$ cat src/rtl/spi_ram_arbiter.sv
`default_nettype none
// ============================================================================
// Module      : spi_ram_arbiter
// Description : Shares one synchronous single-port RAM between an SPI slave
//               command stream and a host request/grant port. Round-robin or
//               fixed (SPI-first) arbitration. Single outstanding SPI op.
// Revision    : 1.0 - initial release
// ============================================================================
module spi_ram_arbiter #(
  parameter int RR_EN = 1
) (
  input  logic       clk,
  input  logic       rst_n,
  input  logic [9:0] rx_data,
  input  logic       rx_valid,
  output logic [7:0] tx_data,
  output logic       tx_valid,
  input  logic       host_req,
  input  logic       host_we,
  input  logic [7:0] host_addr,
  input  logic [7:0] host_wdata,
  output logic       host_gnt,
  output logic [7:0] host_rdata,
  output logic       host_rvalid,
  output logic       mem_en,
  output logic       mem_we,
  output logic [7:0] mem_addr,
  output logic [7:0] mem_wdata,
  input  logic [7:0] mem_rdata,
  output logic       err_ovr
);

  localparam logic       c_OWN_SPI  = 1'b0;
  localparam logic       c_OWN_HOST = 1'b1;
  localparam logic [1:0] c_CMD_WADDR = 2'b00;
  localparam logic [1:0] c_CMD_WRITE = 2'b01;
  localparam logic [1:0] c_CMD_RADDR = 2'b10;
  localparam logic [1:0] c_CMD_READ  = 2'b11;

  typedef enum logic [1:0] {
    ST_IDLE    = 2'd0,
    ST_ACCESS  = 2'd1,
    ST_RD_WAIT = 2'd2
  } state_t;

  state_t     r_state;
  logic       r_owner;
  logic       r_last_gnt;
  logic [7:0] r_wr_addr;
  logic [7:0] r_rd_addr;
  logic       r_spi_pend;
  logic       r_spi_we;
  logic [7:0] r_spi_op_addr;
  logic [7:0] r_spi_wdata;

  logic [1:0] w_cmd;
  logic [7:0] w_payload;
  logic       w_rx_accept;
  logic       w_pick_host;

  assign w_cmd       = rx_data[9:8];
  assign w_payload   = rx_data[7:0];
  // A frame is only taken when no SPI operation is still waiting for the RAM.
  assign w_rx_accept = rx_valid && !r_spi_pend;

  // Owner selection for the next access: lone requester wins, ties by mode.
  always_comb begin
    w_pick_host = 1'b0;
    if (host_req && !r_spi_pend) begin
      w_pick_host = 1'b1;
    end else if (host_req && r_spi_pend) begin
      if (RR_EN != 0) begin
        w_pick_host = (r_last_gnt == c_OWN_SPI);
      end else begin
        w_pick_host = 1'b0;
      end
    end
  end

  // SPI command decode: address registers, pending-op capture, overrun flag.
  always_ff @(posedge clk or negedge rst_n) begin
    if (!rst_n) begin
      r_wr_addr     <= 8'h00;
      r_rd_addr     <= 8'h00;
      r_spi_pend    <= 1'b0;
      r_spi_we      <= 1'b0;
      r_spi_op_addr <= 8'h00;
      r_spi_wdata   <= 8'h00;
      err_ovr       <= 1'b0;
    end else begin
      err_ovr <= rx_valid && r_spi_pend;
      // The pending op is consumed in the cycle the RAM sees it.
      if (r_state == ST_ACCESS && r_owner == c_OWN_SPI) begin
        r_spi_pend <= 1'b0;
      end
      if (w_rx_accept) begin
        case (w_cmd)
          c_CMD_WADDR: r_wr_addr <= w_payload;
          c_CMD_RADDR: r_rd_addr <= w_payload;
          c_CMD_WRITE: begin
            r_spi_pend    <= 1'b1;
            r_spi_we      <= 1'b1;
            r_spi_op_addr <= r_wr_addr;
            r_spi_wdata   <= w_payload;
            r_wr_addr     <= r_wr_addr + 8'd1;
          end
          c_CMD_READ: begin
            r_spi_pend    <= 1'b1;
            r_spi_we      <= 1'b0;
            r_spi_op_addr <= r_rd_addr;
            r_spi_wdata   <= w_payload;
            r_rd_addr     <= r_rd_addr + 8'd1;
          end
          default: ;
        endcase
      end
    end
  end

  // Access FSM; RAM controls and strobes are registered so they line up
  // with the ACCESS / post-RD_WAIT cycles.
  always_ff @(posedge clk or negedge rst_n) begin
    if (!rst_n) begin
      r_state     <= ST_IDLE;
      r_owner     <= c_OWN_SPI;
      r_last_gnt  <= c_OWN_HOST;
      mem_en      <= 1'b0;
      mem_we      <= 1'b0;
      mem_addr    <= 8'h00;
      mem_wdata   <= 8'h00;
      host_gnt    <= 1'b0;
      host_rdata  <= 8'h00;
      host_rvalid <= 1'b0;
      tx_data     <= 8'h00;
      tx_valid    <= 1'b0;
    end else begin
      mem_en      <= 1'b0;
      mem_we      <= 1'b0;
      host_gnt    <= 1'b0;
      host_rvalid <= 1'b0;
      tx_valid    <= 1'b0;
      case (r_state)
        ST_IDLE: begin
          if (r_spi_pend || host_req) begin
            r_state <= ST_ACCESS;
            mem_en  <= 1'b1;
            if (w_pick_host) begin
              r_owner    <= c_OWN_HOST;
              r_last_gnt <= c_OWN_HOST;
              mem_we     <= host_we;
              mem_addr   <= host_addr;
              mem_wdata  <= host_wdata;
              host_gnt   <= 1'b1;
            end else begin
              r_owner    <= c_OWN_SPI;
              r_last_gnt <= c_OWN_SPI;
              mem_we     <= r_spi_we;
              mem_addr   <= r_spi_op_addr;
              mem_wdata  <= r_spi_wdata;
            end
          end
        end
        ST_ACCESS: begin
          r_state <= mem_we ? ST_IDLE : ST_RD_WAIT;
        end
        ST_RD_WAIT: begin
          if (r_owner == c_OWN_SPI) begin
            tx_data  <= mem_rdata;
            tx_valid <= 1'b1;
          end else begin
            host_rdata  <= mem_rdata;
            host_rvalid <= 1'b1;
          end
          r_state <= ST_IDLE;
        end
        default: r_state <= ST_IDLE;
      endcase
    end
  end

endmodule
`default_nettype wire

$ cat config.mk
export PLATFORM = sky130hd
export DESIGN_NAME = spi_ram_arbiter
export DESIGN_NICKNAME = d
export VERILOG_FILES = /design/src/rtl/spi_ram_arbiter.sv
export SDC_FILE = /design/constraint.sdc
export NUM_CORES = 1
export LEC_CHECK = 0
export ABC_AREA = 1
export CORE_UTILIZATION = 41
export DETAILED_ROUTE_END_ITERATION = 16
export MAX_ROUTING_LAYER = met4
export PLACE_DENSITY = 0.72
export SYNTH_ARGS = -nofsm -noshare
export SYNTH_HDL_FRONTEND = slang
export SYNTH_SLANG_ARGS = --single-unit
$ cat constraint.sdc
create_clock -name clk -period 2.6 [get_ports clk]
set_clock_uncertainty 0.2 [all_clocks]
set_input_delay 0.26 -clock clk [delete_from_list [all_inputs] [get_ports clk]]
set_output_delay 0.26 -clock clk [all_outputs]
set_load 0.01 [all_outputs]
==> results of run 1 <==
[sequential cells by signal, summed over array words and instances, names as in the netlist, 2 cells and up]
signal	count
host_rdata	8
mem_addr	8
mem_wdata	8
r_rd_addr	8
r_spi_op_addr	8
r_spi_wdata	8
r_wr_addr	8
tx_data	8
r_state	2
[logic make-up after synthesis]
group | synth area share (%)
xor+xnor | 0.248
buf+inv | 7.81
compound gates | 11.6
flops | 54.0
simple gates | 25.6
fa+ha+maj | 0.710
[through the flow]
stage          setup slack (ns)  instance area (um^2)  std cells  hold WS (ns)
2_1_floorplan              1.24                  3530        425        -0.236
3_3_place_gp              0.571                  4320        595        0.0897
3_5_place_dp              0.555                  4320        595        0.0935
4_1_cts                   0.794                  4530        612         0.251
5_1_grt                   0.593                  4530        612         0.264
6_report                  0.794                  4530        612         0.243
[critical path, delay by kind of cell (launching register included)]
family                 cells  cell delay (ns)
and+or+nand+nor            3             0.82
buffers and inverters      1             0.11
AOI/OAI and AO/OA          1             0.20
DFF                        1             0.39
[where the power goes]
group | total [uW] | switching, uW | internal (uW) | leakage [uW]
clock network | 914 | 443 | 471 | 0.0000918
registers | 2160 | 408 | 1760 | 0.000926
logic | 1980 | 1020 | 960 | 0.00111
[Yosys cell counts, drive strengths merged]
| master | count |
|---|---|
| nand3 | 20 |
| ha | 2 |
| dfrtp | 75 |
| clkbuf | 1 |
| o22ai | 2 |
| xor2 | 1 |
| nand2 | 147 |
| a21oi | 9 |
| buf | 12 |
| nor3 | 3 |
| nor2 | 46 |
| nand3b | 2 |
| dfstp | 1 |
| a31oi | 16 |
| inv | 39 |
| o211ai | 2 |
| o31ai | 1 |
| o21ai | 46 |
[path summary, 6_finish.rpt]
path                                 end  cells past startpoint  startpoint
min reg2reg                     tx_valid                      1  r_state[0]
min in group clk                tx_valid                      1  r_state[0]
max in group asynchronous    mem_addr[0]                      3       rst_n
max                         mem_wdata[3]                      5  r_state[0]
max reg2reg                 mem_wdata[3]                      5  r_state[0]
min                        host_rdata[7]                      2       rst_n
[layer usage]
layer | vias to the layer above | wire (um) | GRT usage [%]
li1 | 1520 | - | -
met1 | 1382 | 3800 | 26.7
met2 | 98 | 3890 | 32.6
met3 | 16 | 446 | 3.78
met4 | 0 | 174 | 9.34
met5 | - | 0 | -
[area by class of cell]
type                            instances  area, um^2  area share [%]
Tap cell                              105         131            2.90
Multi-Input combinational cell        297        1350            29.7
Clock inverter                          5        61.3            1.35
Clock buffer                           11         141            3.12
Timing Repair Buffer                   79         793            17.5
Inverter                               39         154            3.40
Sequential cell                        76        1900            42.0
==> results.yml, run 1 <==
worst_setup_path:
  cp_max_fo: 34
  rrSetupSlack_ns: 0.79
  endpoint_kind: "flop"
  slowest_stage: "nor2_4"
  cp_cell_sequence: "inv_1, nand2_1, nor2_4, nor2_1, a31oi_1"
  slowest_delay_ns: 0.58
  required_ns: 2.66
  cp-start-kind: "flop"
  critPathKind: "flop to flop"
  worstPathArrival_ns: 1.87
clocking:
  cts.clk_slew.worst_paths_ns: 0.08
  cts_setup_buffers: 0
  ctsHoldBuffers: 1
  tritoncts: "yes"
  cts.sinks: 76
  htree_levels: 3
  cts_buffer_depth: 2
  ctsResizeCount: 0
  clock_latency_ns: 0.35
  ctsRootBufferMaster: "clkbuf_8"
  cts_buffers: 9
synth:
  yosysSeqAreaShare_pct: 54.0
  synth-warning-count: 0
  synth_area_per_cell_um2: 8.30
  yosysTopAreaCell: "dfrtp_1"
  ys_ff_latch: 76
  syn_nets: 466
  netlist_top_cells_area: "dfrtp_1 53%, nand2_1 15%, o21ai_0 5.1%, nor2_1 4.5%, inv_1 3.6%"
  netlist_instances: 425
  synth_area_um2: 3530
  yosysUniqueCellTypes: 29
  netlist.area_leader.share_pct: 53.2
grt:
  grt_overflow_total: 0
  grt_first_pass_wirelength_um: 13900
  grt_pass1_vias: 2948
  antenna_found_initial: 0
  grt_max_degree: 53
  grtUsageTotal_pct: 21.0
final_layout:
  area_growth_pct: 28.5
  finalNetCount: 543
  drive_above_1_share_pct: 6.51
  final_common_cell: "nand2_1"
  layout_common_cells: "143 x nand2_1, 75 x dfrtp_1, 75 x clkdlybuf4s50_1"
  fillCellCount: 784
  insertedDiodeCount: 0
  final_util_pct: 54.9
floorplanning:
  initial_utilization_pct: 42.7
  ios: 77
  rows: 33
  core_um2: 8260
  die_x_um: 94.7
  dieHeight_um: 94.7
  die_area_um2: 8970
job:
  drv_cap: 0
placed_design:
  gp_congestion: 0.931
  post-dp-hpwl_um: 6090
  port_buffers: 76
timing:
  setup_viol_count_final: 0
  clock.fmax_mhz: 554
  slew_viol_final: 0
  worst_pin_slew_ns: 0.704
  slew_headroom_pct: 52.9
  rsz0062_at_grt: "no"
  period_minus_slack_ns: 1.81
  report.final.hold_viol_count: 0
  tns_ns: 0
  period_share_pct: 69.5
drt:
  vias: 3016
  dr.pass1.iters: 4
  drcViolationCount: 0
  drt_iter0_drc: 169
  wirelength_um: 8320
  wl_per_cell_um: 13.6
  vias_per_cell: 4.93
  ant_nets: 0
power_and_ir_drop:
  fin_total_pwr_uw: 5060
  peakVddDrop_v: 0.000377
  power_density_nw_per_um2: 1120
  p_leak_uw: 0.00213
status:
  status: "complete, no violations"
hold_path:
  hp-class: "input pin to asynchronous set/reset pin"
Note: power is estimated with default switching activity, not from simulation.
==> run 2: changes to the inputs <==
- clock period: 2.6 -> 1.85 ns (I/O delays scaled with it)
==> run 2 against run 1 <==
- worst setup slack got worse by 0.59 ns
- final cell count increased by 1.6%
- total power increased by 45%
- clock-buffer cell count unchanged
- register-to-register slack got worse by 0.54 ns
- utilization increased by 1.3 points
- worst hold slack got worse by 0.059 ns
- combinational power increased by 46%
- clock power increased by 56%
- critical endpoint is now mem_wdata[7]
- largest power group unchanged
==> results.yml, run 2 (synthesized netlist as in run 1, its figures left out) <==
floorplanning:
  initial_utilization_pct: 42.7
  die_area_um2: 8970
  dieHeight_um: 94.7
  die_x_um: 94.7
  ios: 77
  rows: 33
  core_um2: 8260
timing:
  period_minus_slack_ns: 1.65
  rsz0062_at_grt: "no"
  report.final.hold_viol_count: 0
  setup_viol_count_final: 0
  clock.fmax_mhz: 606
  period_share_pct: 89.2
  finalWorstSetupSlack_ns: 0.200
  slew_headroom_pct: 73.6
  tns_ns: 0
  slew_viol_final: 0
  worst_pin_slew_ns: 0.397
placed_design:
  placed_cell_area_um2: 4410
  post-dp-hpwl_um: 6120
  place_ws_ns: 0.0152
  port_buffers: 76
  gp_congestion: 0.850
worst_setup_path:
  slowest_stage: "clkdlybuf4s50_1"
  critPathKind: "flop to output port"
  endpoint_kind: "output port"
  reg2reg_from: "r_spi_pend"
  path_buf_inv: 1
  reg2reg_to: "r_wr_addr[1]"
  slowest_delay_ns: 0.54
  cp_cell_sequence: "clkdlybuf4s50_1"
  cp_max_fo: 2
  critPathTopFamily: "buffers and inverters"
  rrSetupSlack_ns: 0.25
  required_ns: 1.46
  worstPathArrival_ns: 1.26
  r2r_cells: 5
  cp-start-kind: "flop"
clocking:
  htree_levels: 3
  cts_buffer_depth: 2
  cts.sinks: 76
  clock_latency_ns: 0.35
  cts_buffers: 9
  ctsResizeCount: 0
  ctsRootBufferMaster: "clkbuf_8"
  cts.clk_slew.worst_paths_ns: 0.09
  tritoncts: "yes"
hold_path:
  hold_end: "mem_addr[5]"
  min_delay_path_depth: 3
  hp-class: "input pin to flop"
  min_from: "host_addr[5]"
power_and_ir_drop:
  p_leak_uw: 0.00220
  power_density_nw_per_um2: 1580
  peakVddDrop_v: 0.000744
grt:
  grt_first_pass_wirelength_um: 14200
  grt_max_degree: 77
  grtUsageTotal_pct: 21.4
  grt_pass1_vias: 3010
  antenna_found_initial: 0
  grt_overflow_total: 0
final_layout:
  layout_common_cells: "143 x nand2_1, 75 x dfrtp_1, 75 x clkdlybuf4s50_1"
  finalNetCount: 553
  final_common_cell: "nand2_1"
  insertedDiodeCount: 0
  area_growth_pct: 31.7
  fillCellCount: 744
  final_cell_area_um2: 4640
  drive_above_1_share_pct: 8.32
drt:
  ant_nets: 0
  dr.pass1.iters: 4
  wirelength_um: 8510
  drt_iter0_drc: 153
  vias_per_cell: 4.95
  vias: 3078
  drcViolationCount: 0
  wl_per_cell_um: 13.7
job:
  drv_cap: 0
status:
  status: "complete, no violations"
==> run 2: layout make-up <==
cell class                 count  area (um^2)  area share (%)
timing repair buffer          89          881            19.0
multi-input combinational    297         1350            29.0
sequential                    76         1900            41.0
tap                          105          131            2.83
clock inverter                 5         83.8            1.81
clock buffer                  11          141            3.05
inverter                      39          154            3.32
==> run 2: worst max-delay path by stage <==
stage | from | to | slack [ns] | cells after the start
after CTS | tx_data[3] | tx_data[3] | 0.17 | 1
after detailed placement | rx_data[8] | r_rd_addr[6] | 0.02 | 7
after global placement | rx_valid | r_wr_addr[1] | 0.04 | 7
after floorplan | r_spi_pend | r_spi_op_addr[6] | 0.49 | 7
after global routing | r_spi_pend | r_wr_addr[1] | 0.10 | 5
final | mem_wdata[7] | mem_wdata[7] | 0.20 | 1
==> run 2: metal layers <==
layer  part of all wire (%)  global-route usage (%)
met4                    2.3                    9.97
met5                      0                       -
met2                     46                    33.0
met1                     45                    27.3
met3                    6.1                    4.11
==> run 2: stage by stage <==
stage	hold slack (ns)	power [uW]	utilization, %	instances
6_report	0.184	7360	56.2	622
4_1_cts	0.176	7410	56.2	622
3_3_place_gp	0.0526	5850	53.4	605
3_5_place_dp	0.0558	5950	53.4	605
2_1_floorplan	-0.311	4620	-	425
5_1_grt	0.180	7920	56.2	622
==> run 2: power by group <==
group	internal [uW]	total (uW)	switching, uW
clock	802	1430	631
combinational	1430	2890	1460
sequential	2470	3030	562
==> run 2: repair_timing <==
item | in CTS | in global routing
setup buffers | 0 | 0
hold buffers | 1 | 0
endpoints found under the hold margin | 76 | 0
